$ cat src/rtl/apb_pkg.sv
// rtl/apb_pkg.sv - shared types and address map for the APB requester.
package apb_pkg;

  typedef enum logic [1:0] {
    IDLE   = 2'd0,
    SETUP  = 2'd1,
    ACCESS = 2'd2
  } apb_state_e;

  localparam int          NUM_SLAVES = 4;
  localparam logic [31:0] SLV0_BASE  = 32'h1000_0000;
  localparam logic [31:0] SLV1_BASE  = 32'h1000_1000;
  localparam logic [31:0] SLV2_BASE  = 32'h1000_2000;
  localparam logic [31:0] SLV3_BASE  = 32'h1000_3000;
  localparam logic [31:0] DEC_MASK   = 32'hFFFF_F000;

endpackage

$ cat src/rtl/apb_master_if.sv
// rtl/apb_master_if.sv - CPU request side plus APB bus signals of the requester.
interface apb_master_if;
  import apb_pkg::*;

  logic                  transfer;
  logic                  write;
  logic [31:0]           addr;
  logic [31:0]           wdata;
  logic [31:0]           rdata;
  logic                  ready;
  logic                  error;

  logic [31:0]           PADDR;
  logic                  PWRITE;
  logic [31:0]           PWDATA;
  logic                  PENABLE;
  logic [NUM_SLAVES-1:0] PSEL;
  logic [31:0]           PRDATA0;
  logic [31:0]           PRDATA1;
  logic [31:0]           PRDATA2;
  logic [31:0]           PRDATA3;
  logic [NUM_SLAVES-1:0] PREADY;

  modport master (
    input  transfer, write, addr, wdata,
    output rdata, ready, error,
    output PADDR, PWRITE, PWDATA, PENABLE, PSEL,
    input  PRDATA0, PRDATA1, PRDATA2, PRDATA3, PREADY
  );

  modport slave (
    output transfer, write, addr, wdata,
    input  rdata, ready, error,
    input  PADDR, PWRITE, PWDATA, PENABLE, PSEL,
    output PRDATA0, PRDATA1, PRDATA2, PRDATA3, PREADY
  );

endinterface

$ cat src/rtl/apb_master_addr_decoder.sv
// rtl/apb_master_addr_decoder.sv - maps a CPU byte address onto a one-hot slave select.
module apb_addr_decoder
  import apb_pkg::*;
(
  input  logic [31:0]           i_addr,
  output logic [NUM_SLAVES-1:0] o_sel,
  output logic                  o_hit
);

  logic [31:0] w_page;

  assign w_page   = i_addr & DEC_MASK;
  assign o_sel[0] = (w_page == SLV0_BASE);
  assign o_sel[1] = (w_page == SLV1_BASE);
  assign o_sel[2] = (w_page == SLV2_BASE);
  assign o_sel[3] = (w_page == SLV3_BASE);
  assign o_hit    = |o_sel;

endmodule

$ cat src/rtl/apb_master.sv
// rtl/apb_master.sv - single-request APB requester with address decode and ACCESS timeout.
module apb_master
  import apb_pkg::*;
#(
  parameter int TIMEOUT_CYCLES = 16
) (
  input  logic         PCLK,
  input  logic         PRESET,
  apb_master_if.master bus
);

  localparam int CW = $clog2(TIMEOUT_CYCLES + 1);

  apb_state_e            r_state;
  logic [CW-1:0]         r_cnt;
  logic [NUM_SLAVES-1:0] r_psel;
  logic                  r_penable;
  logic [31:0]           r_paddr;
  logic                  r_pwrite;
  logic [31:0]           r_pwdata;
  logic [31:0]           r_rdata;
  logic                  r_ready;
  logic                  r_error;

  logic [NUM_SLAVES-1:0] w_sel;
  logic                  w_hit;
  logic                  w_pready;
  logic [31:0]           w_prdata;

  apb_addr_decoder u_dec (
    .i_addr (bus.addr),
    .o_sel  (w_sel),
    .o_hit  (w_hit)
  );

  // PSEL stays one-hot through SETUP/ACCESS, so it doubles as the return-path select.
  assign w_pready = |(bus.PREADY & r_psel);
  assign w_prdata = ({32{r_psel[0]}} & bus.PRDATA0) |
                    ({32{r_psel[1]}} & bus.PRDATA1) |
                    ({32{r_psel[2]}} & bus.PRDATA2) |
                    ({32{r_psel[3]}} & bus.PRDATA3);

  always_ff @(posedge PCLK or negedge PRESET) begin
    if (!PRESET) begin
      r_state   <= IDLE;
      r_cnt     <= '0;
      r_psel    <= '0;
      r_penable <= 1'b0;
      r_paddr   <= '0;
      r_pwrite  <= 1'b0;
      r_pwdata  <= '0;
      r_rdata   <= '0;
      r_ready   <= 1'b0;
      r_error   <= 1'b0;
    end else begin
      r_ready <= 1'b0;
      r_error <= 1'b0;
      case (r_state)
        IDLE: begin
          if (bus.transfer) begin
            if (w_hit) begin
              r_paddr  <= bus.addr;
              r_pwrite <= bus.write;
              r_pwdata <= bus.wdata;
              r_psel   <= w_sel;
              r_cnt    <= '0;
              r_state  <= SETUP;
            end else begin
              r_ready <= 1'b1;
              r_error <= 1'b1;
              r_rdata <= '0;
            end
          end
        end
        SETUP: begin
          r_penable <= 1'b1;
          r_state   <= ACCESS;
        end
        ACCESS: begin
          r_cnt <= r_cnt + 1'b1;
          if (w_pready) begin
            if (!r_pwrite) begin
              r_rdata <= w_prdata;
            end
            r_ready   <= 1'b1;
            r_psel    <= '0;
            r_penable <= 1'b0;
            r_state   <= IDLE;
          end else if (r_cnt == CW'(TIMEOUT_CYCLES - 1)) begin
            r_ready   <= 1'b1;
            r_error   <= 1'b1;
            r_rdata   <= '0;
            r_psel    <= '0;
            r_penable <= 1'b0;
            r_state   <= IDLE;
          end
        end
        default: begin
          r_psel    <= '0;
          r_penable <= 1'b0;
          r_state   <= IDLE;
        end
      endcase
    end
  end

  assign bus.PSEL    = r_psel;
  assign bus.PENABLE = r_penable;
  assign bus.PADDR   = r_paddr;
  assign bus.PWRITE  = r_pwrite;
  assign bus.PWDATA  = r_pwdata;
  assign bus.rdata   = r_rdata;
  assign bus.ready   = r_ready;
  assign bus.error   = r_error;

endmodule

$ cat src/flat_wrapper.sv
// flat-port wrapper written by rule: the top's interface ports become plain ports
module apb_master_flat import apb_pkg::*;
#(
  parameter int TIMEOUT_CYCLES = 16
)
  (PCLK, PRESET, bus_transfer, bus_write, bus_addr, bus_wdata, bus_rdata, bus_ready, bus_error, bus_PADDR, bus_PWRITE, bus_PWDATA, bus_PENABLE, bus_PSEL, bus_PRDATA0, bus_PRDATA1, bus_PRDATA2, bus_PRDATA3, bus_PREADY);
  apb_master_if bus_i ();
  input  logic PCLK;
  input  logic PRESET;
  input wire logic [$bits(bus_i.transfer)-1:0] bus_transfer;
  input wire logic [$bits(bus_i.write)-1:0] bus_write;
  input wire logic [$bits(bus_i.addr)-1:0] bus_addr;
  input wire logic [$bits(bus_i.wdata)-1:0] bus_wdata;
  output wire logic [$bits(bus_i.rdata)-1:0] bus_rdata;
  output wire logic [$bits(bus_i.ready)-1:0] bus_ready;
  output wire logic [$bits(bus_i.error)-1:0] bus_error;
  output wire logic [$bits(bus_i.PADDR)-1:0] bus_PADDR;
  output wire logic [$bits(bus_i.PWRITE)-1:0] bus_PWRITE;
  output wire logic [$bits(bus_i.PWDATA)-1:0] bus_PWDATA;
  output wire logic [$bits(bus_i.PENABLE)-1:0] bus_PENABLE;
  output wire logic [$bits(bus_i.PSEL)-1:0] bus_PSEL;
  input wire logic [$bits(bus_i.PRDATA0)-1:0] bus_PRDATA0;
  input wire logic [$bits(bus_i.PRDATA1)-1:0] bus_PRDATA1;
  input wire logic [$bits(bus_i.PRDATA2)-1:0] bus_PRDATA2;
  input wire logic [$bits(bus_i.PRDATA3)-1:0] bus_PRDATA3;
  input wire logic [$bits(bus_i.PREADY)-1:0] bus_PREADY;
  assign bus_i.transfer = bus_transfer;
  assign bus_i.write = bus_write;
  assign bus_i.addr = bus_addr;
  assign bus_i.wdata = bus_wdata;
  assign bus_rdata = bus_i.rdata;
  assign bus_ready = bus_i.ready;
  assign bus_error = bus_i.error;
  assign bus_PADDR = bus_i.PADDR;
  assign bus_PWRITE = bus_i.PWRITE;
  assign bus_PWDATA = bus_i.PWDATA;
  assign bus_PENABLE = bus_i.PENABLE;
  assign bus_PSEL = bus_i.PSEL;
  assign bus_i.PRDATA0 = bus_PRDATA0;
  assign bus_i.PRDATA1 = bus_PRDATA1;
  assign bus_i.PRDATA2 = bus_PRDATA2;
  assign bus_i.PRDATA3 = bus_PRDATA3;
  assign bus_i.PREADY = bus_PREADY;
  apb_master #(.TIMEOUT_CYCLES(TIMEOUT_CYCLES)) u_core (.PCLK(PCLK), .PRESET(PRESET), .bus(bus_i));
endmodule
$ cat config.mk
export PLATFORM = sky130hd
export DESIGN_NAME = apb_master_flat
export DESIGN_NICKNAME = d
export VERILOG_FILES = /design/src/rtl/apb_pkg.sv /design/src/rtl/apb_master_if.sv /design/src/rtl/apb_master_addr_decoder.sv /design/src/rtl/apb_master.sv /design/src/flat_wrapper.sv
export SDC_FILE = /design/constraint.sdc
export NUM_CORES = 1
export LEC_CHECK = 0
export CAP_MARGIN = 20
export CELL_PAD_IN_SITES_DETAIL_PLACEMENT = 2
export CELL_PAD_IN_SITES_GLOBAL_PLACEMENT = 2
export CORE_MARGIN = 10
export CORE_UTILIZATION = 23
export CTS_BUF_LIST = sky130_fd_sc_hd__clkbuf_2
export CTS_CLUSTER_SIZE = 28
export DETAILED_ROUTE_END_ITERATION = 8
export GPL_ROUTABILITY_DRIVEN = 0
export PLACE_DENSITY_LB_ADDON = 0.2
export SLEW_MARGIN = 20
export SYNTH_ARGS = -nofsm -noshare
export SYNTH_HDL_FRONTEND = slang
export SYNTH_HIERARCHICAL = 1
export SYNTH_SLANG_ARGS = --single-unit
export TNS_END_PERCENT = 100
$ cat constraint.sdc
create_clock -name PCLK -period 2.7 [get_ports PCLK]
set_input_delay 0.27 -clock PCLK [delete_from_list [all_inputs] [get_ports PCLK]]
set_output_delay 0.27 -clock PCLK [all_outputs]
set_load 0.005 [all_outputs]
==> flow_summary.ini <==
[run_status]
status = finished, final reports clean

[clocking]
cts_repair_resize_count = 0
clk_transition_reported_paths_ns = 0.34
cts_setup_buffers = 0
htree_levels = 3
cts_root_buffer = clkbuf_2
cts_buffers = 9
holdBufCountCts = 1
clockBufferDepth = 2
cts_tree = done
clkSinkCount = 111
insertion_delay_ns = 0.62

[synthesis]
ys.flop_type = dfrtp_1
synth_area_um2 = 5110
yosys-top-cells-count = 111 x dfrtp_1, 60 x mux2_2, 38 x a22o_1
async_flop_share = 1.00
synth_top_cell_by_area = dfrtp_1
synth.distinct_cells = 33
yosysWarningCount = 6
syn_area_per_cell_um2 = 14.2
synthCells = 360
synth.most_common_cell = dfrtp_1
synth_enable_flop_cells = 0
ys_top_cells_by_area = dfrtp_1 54%, mux2_2 13%, o2bb2ai_2 8.8%
syn_nets = 562
ys_ff_latch = 111
ys_seq_area_frac = 0.544
synth_top_area_share = 0.544

[setup_path]
worst-path-stages = 2
required_ns = 2.43
cp-start-kind = flop
path_buf_inv = 2
arrival_ns = 2.05
crit_path_end_kind = output port
reg2reg_depth = 7
r2r_setup_slack_ns = 0.45
cp_max_fo = 34
cp_cell_sequence = buf_4 -> clkdlybuf4s50_1
crit_path_max_incr_delay_ns = 0.61
worstSetupPathType = flop to output port
crit_family = buffers and inverters
regToRegEndpoint = u_core/bus.rdata[0]
cp_slowest_cell = clkdlybuf4s50_1
r2r_start = u_core/r_cnt[0]

[timing]
final.setup.tns_ns = 0
rsz0062_at_grt = no
tightest_slew_ns = 0.962
fmax_mhz = 431
setup_violations = 0
final_hold_viol_count = 0
fin_skew_ns = 0.0471
holdWs_ns = 0.193
slew_viol_final = 0
period_share = 0.860
finalCriticalPeriod_ns = 2.32
worst_slack_ns = 0.378
slew-limit-headroom = 0.359

[global_route]
grt_usage = 0.156
use_met2 = 0.248
grtUsageMet3 = 0.0994
grt_pass1_vias = 5310
overflow = 0
antenna_found_initial = 4
grt_max_degree = 71
use_met1 = 0.172
top_usage_layer = met2
grt_pass1_wl_um = 34600

[detailed_routing]
drt-total-wl_um = 22800
viasPerCell = 4.76
drcViolationCount = 0
drtIter0Drc = 158
routedWlPerCell_um = 24.2
ant_nets = 0
drtPass1Iterations = 4
vias = 4487

[floorplan]
core_um2 = 21800
num_io_pins = 304
die_w_um = 169
die_h_um = 169
std_cell_rows = 54
start_util = 0.234
die_area_um2 = 28600

[place]
place_inst = 923
detailedPlace.worstSlack_ns = 0.0385
hpwl_um = 18200
io_buffers = 303

[finish]
nFillCells = 2232
final_nets = 857
layout-drive-gt1-share = 0.186
stdcell_count = 943
area_growth_pct = 68.2

[flow_run]
max-cap-violations = 0

[hold_path]
hold_path.class = input pin to asynchronous set/reset pin

[power]
powerDensity_nw_per_um2 = 393
leakage_nw = 3.51
vdd_drop_max_mv = 0.256
## layout make-up
| cell class | instances | area (um^2) | share of cell area |
|---|---|---|---|
| Timing Repair Buffer | 315 | 3170 | 0.369 |
| Sequential cell | 111 | 2780 | 0.323 |
| Multi-Input combinational cell | 213 | 2140 | 0.249 |
| Tap cell | 280 | 350 | 0.0408 |
| Clock inverter | 7 | 76.3 | 0.00888 |
| Clock buffer | 9 | 45.0 | 0.00524 |
| Inverter | 5 | 18.8 | 0.00218 |
| Antenna cell | 3 | 7.51 | 0.000874 |
## registers in the layout, indices dropped and copies added, names as in the netlist
| signal | count |
|---|---|
| u_core/bus.PADDR | 32 |
| u_core/bus.PENABLE | 1 |
| u_core/bus.PSEL | 4 |
| u_core/bus.PWDATA | 32 |
| u_core/bus.PWRITE | 1 |
| u_core/bus.error | 1 |
| u_core/bus.rdata | 32 |
| u_core/bus.ready | 1 |
| u_core/r_cnt | 5 |
| u_core/r_state | 2 |
## worst max-delay path by stage
stage | from | end
3_3_place_gp | bus_addr[21] | u_core/bus.PADDR[21]
6_report | u_core/bus.PSEL[3] | bus_PSEL[3]
3_5_place_dp | bus_addr[20] | u_core/bus.PWDATA[16]
2_1_floorplan | bus_addr[21] | u_core/bus.PADDR[0]
4_1_cts | u_core/bus.PSEL[3] | bus_PSEL[3]
5_1_grt | u_core/bus.PSEL[3] | bus_PSEL[3]
## cell usage in the layout (no fill, tap or decap), types with 2 or more instances in the layout
cell             Yosys  final
clkdlybuf4s50_1      0    302
dfrtp_1            111    111
mux2_2              60     60
a22o_1              38     38
a221oi_1            32     32
o2bb2ai_2           30     30
clkbuf_2             0      9
buf_4                0      8
mux2_1               6      6
nor4_1               6      6
inv_1                5      5
a21oi_1              5      5
nand2_1              5      5
inv_6                0      4
nor2_1               4      4
buf_12               0      4
diode_2              0      3
nor3_1               3      3
a22oi_2              2      2
a21o_1               2      2
o2bb2ai_1            2      2
o21ai_0              2      2
nand3_1              2      2
ha_1                 2      2
## per-stage QoR
step / instance area, um^2 / util / power (mW)
2_1_floorplan: 5110 / - / 2.13
4_1_cts: 8580 / 0.393 / 3.47
6_report: 8590 / 0.394 / 3.38
5_1_grt: 8590 / 0.393 / 3.59
3_5_place_dp: 8450 / 0.387 / 2.61
3_3_place_gp: 8450 / 0.387 / 2.58
## report_power, final
| group | total (mW) | internal (mW) | switching, mW |
|---|---|---|---|
| registers | 1.80 | 1.73 | 0.0735 |
| clock network | 0.825 | 0.226 | 0.599 |
| logic | 0.749 | 0.432 | 0.317 |
| total | 3.38 | 2.39 | 0.990 |
## cell families (layout without fill, tap and decap cells)
logic type | Yosys count | in the layout | synth area share
other cells | 0 | 3 | 0
compound gates | 115 | 115 | 0.231
simple gates | 29 | 29 | 0.0360
flops | 111 | 111 | 0.544
buf+inv | 36 | 336 | 0.0370
mux | 67 | 67 | 0.148
fa+ha+maj | 2 | 2 | 0.00490
## per-layer routing
metal  up-vias  routed length, um
met2       235              10200
met5         -                 27
met4         4                218
li1       2014                  -
met1      2217               8960
met3        17               3390
(Power assumes the default switching activity.)
